$ cat src/rtl/sync_checker_sat_counter.sv
// -----------------------------------------------------------------------------
// sat_counter -- up counter that sticks at all-ones.
//
// Ports:
//   clk         : clock, rising edge
//   clr         : synchronous clear to zero (wins over inc)
//   inc         : add one this cycle unless already at all-ones
//   count [WIDTH] : registered count value
// -----------------------------------------------------------------------------
module sat_counter #(
    parameter int WIDTH = 16
) (
    input  logic             clk,
    input  logic             clr,
    input  logic             inc,
    output logic [WIDTH-1:0] count
);

    logic [WIDTH-1:0] count_reg;

    always_ff @(posedge clk) begin
        if (clr) begin
            count_reg <= '0;
        end else if (inc && !(&count_reg)) begin
            count_reg <= count_reg + WIDTH'(1);
        end
    end

    assign count = count_reg;

endmodule

$ cat config.mk
export PLATFORM = sky130hd
export DESIGN_NAME = sat_counter
export DESIGN_NICKNAME = d
export VERILOG_FILES = /design/src/rtl/sync_checker_sat_counter.sv
export SDC_FILE = /design/constraint.sdc
export NUM_CORES = 1
export LEC_CHECK = 0
export CORE_MARGIN = 8
export CORE_UTILIZATION = 43
export CTS_CLUSTER_DIAMETER = 50
export DETAILED_ROUTE_END_ITERATION = 10
export PLACE_DENSITY = 0.78
export SLEW_MARGIN = 20
export SYNTH_ARGS = -nofsm -noshare
export SYNTH_HDL_FRONTEND = slang
export SYNTH_SLANG_ARGS = --single-unit
$ cat constraint.sdc
create_clock -name clk -period 1.7 [get_ports clk]
set_input_delay 0.17 -clock clk [delete_from_list [all_inputs] [get_ports clk]]
set_output_delay 0.17 -clock clk [all_outputs]
set_load 0.005 [all_outputs]
==> flow_summary.ini <==
[worst_setup_path]
reg2reg_depth = 6
r2r_start = count[1]
cp_max_fo = 4
crit_type = flip-flop to flip-flop
start_kind = flip-flop
regToRegEndpoint = count[14]
crit_arrival_ps = 1850
r2r_setup_slack_ps = 50
required_ps = 1890
cp-end-kind = flip-flop

[die]
die_h_microns = 60.0
io_pins = 19
initial_core_util_pct = 43.8
fp.dieW_microns = 60.0
dieArea_sq_um = 3600
coreArea_sq_um = 1900
rows = 16

[drt]
dr.pass1.iters = 4
via_count = 958
final_antenna_net_count = 0
drc = 0
drt_iter0_markers = 26
totalWireLength_microns = 2560
wire_per_inst_microns = 15.4
vias_per_cell = 5.77

[cells_and_area]
diodes = 0
largest_reg_flops = 16
layout_common_cells = buf_4, clkdlybuf4s50_1, nor2_1, dfxtp_1, nand2_1
areaGrowthSynthToFinish_pct = 57.5
nFillCells = 147
drive_gt1_share_pct = 36.0
nNetsFinal = 144
seq_area_sq_um = 329
final_common_cell = buf_4
multi_input_area_sq_um = 546
postLayoutCoreUtil_pct = 69.0

[yosys]
synth.area.top_cells = dfxtp_1, nor2_1, nand3_1
async_reset_ff_share_pct = 0
ys_seq_elements = 16
ys_seq_area_share_pct = 38.4
syn_avg_cell_area_sq_um = 8.68
yosysTopAreaCellShare_pct = 38.4
synth_area_sq_um = 833
yosysTopAreaCell = dfxtp_1
syn_nets = 100
netlist_instances = 96
synth_cell_types = 34
ys_warn_count = 0
synth-main-ff-cell = dfxtp_1
synth_edf_count = 0

[global_routing]
antenna_found_initial = 0
grt-ovfl-total = 0
grtUsageTotal_pct = 14.3
grt_max_degree = 10
grt_pass1_vias = 889
grt_pass1_wl_microns = 3930

[clock_tree]
clockBufferDepth = 2
h-tree-depth = 1
clk_latency_ps = 290
clock-sinks = 16
root_buffer = clkbuf_4
cts_buffers = 3
path_clk_slew_ps = 100
cts_tree = done
cts.hold.buffers_added = 0

[timing]
worst_slew_pin_slew_ps = 324
max_freq_mhz = 604
hold_viol = 0
min_period_ps = 1650
fin_crit_sh_pct = 97.3
setup_violations = 0
slew_viol_final = 0
fin_tns_setup_ps = 0
finClkSkew_ps = 1.58
slew_headroom_pct = 78.0

[hold_path]
hold_end = count[11]
hold_path_depth = 1
hold_start = count[11]
hold_class = flip-flop to flip-flop

[placement]
io_buffers = 18
place_congestion = 0.850
dp_hpwl_microns = 1790

[run_status]
status = finished clean

[power]
ir_drop_mv = 0.506
total_power_uw = 701
leakage_uw = 0.000462
p_per_area_nw_per_um2 = 534

[run]
cap_violations = 0
layer usage:
layer / vias to the layer above / global-route usage [%] / share of wire (%)
li1: 453 / - / -
met1: 441 / 15.4 / 40
met2: 52 / 23.7 / 51
met3: 12 / 3.44 / 6.3
met4: 0 / 10.2 / 3.5
met5: - / 0 / 0
metrics by stage:
| step | instance area, sq um | cells | setup slack (ps) | hold WS, ps |
|---|---|---|---|---|
| floorplan | 853 | 96 | 12.9 | 362 |
| global placement | 1210 | 161 | -156 | 489 |
| detailed placement | 1210 | 161 | -187 | 510 |
| CTS | 1260 | 165 | 25.0 | 519 |
| global route | 1310 | 166 | -9.28 | 507 |
| finish | 1310 | 166 | 45.2 | 488 |
cell type report:
type,count,area share (%)
repair buffers,42,27.5
flip-flops and latches,16,25.1
inverters,2,0.572
well taps,27,2.57
multi-input cells,75,41.6
clock buffers,4,2.76
synthesized netlist by cell type (2+ instances only):
| master | number |
|---|---|
| xnor2_1 | 2 |
| a21oi_1 | 5 |
| nor3_1 | 3 |
| nor2b_1 | 2 |
| mux2_2 | 2 |
| dfxtp_1 | 16 |
| nand3_1 | 7 |
| nor2_1 | 10 |
| o31ai_1 | 4 |
| mux2i_1 | 2 |
| or3_1 | 2 |
| and4_1 | 3 |
| nand2_1 | 8 |
| inv_1 | 2 |
| o21ai_0 | 2 |
| or4_1 | 3 |
| nor4_1 | 3 |
| nand4_1 | 4 |
worst max path at each step:
stage                   from   endpoint
floorplan           count[4]  count[15]
global placement         inc  count[15]
detailed placement       inc  count[15]
CTS                 count[9]  count[15]
global route        count[1]  count[14]
finish              count[1]  count[14]
worst max-delay path, cell delays in order, from the launching register on:
cell and delay, ps:
dfxtp_1 380, ha_1 260, nand4_1 100, buf_4 170, a211oi_2 210, nand4_1 150
mux2_2 290
what timing repair did:
item | CTS | global route
pin swaps | 0 | 1
endpoints found under the setup margin | 2 | 11
gates resized for setup | 3 | 12
setup buffers | 0 | 1
where the power goes:
part           total (uW)  leakage [uW]  switching (uW)  internal (uW)
combinational        61.3      0.000308            27.2           34.1
clock                 256     0.0000210             126            131
sequential            384      0.000133            4.02            380
total                 701      0.000462             157            544
logic make-up (layout without fill, tap and decap cells):
kind of cell / after synthesis / count (layout) / share of synthesized area (%)
AO/OA/AOI/OAI: 18 / 18 / 15.5
XOR/XNOR: 3 / 3 / 3.15
adder cells (fa/ha/maj): 1 / 1 / 1.50
buffers and inverters: 5 / 48 / 3.90
flip-flops: 16 / 16 / 38.4
multiplexers: 4 / 4 / 5.11
AND/OR/NAND/NOR: 49 / 49 / 32.4
Power figures use the tool's default switching activity.
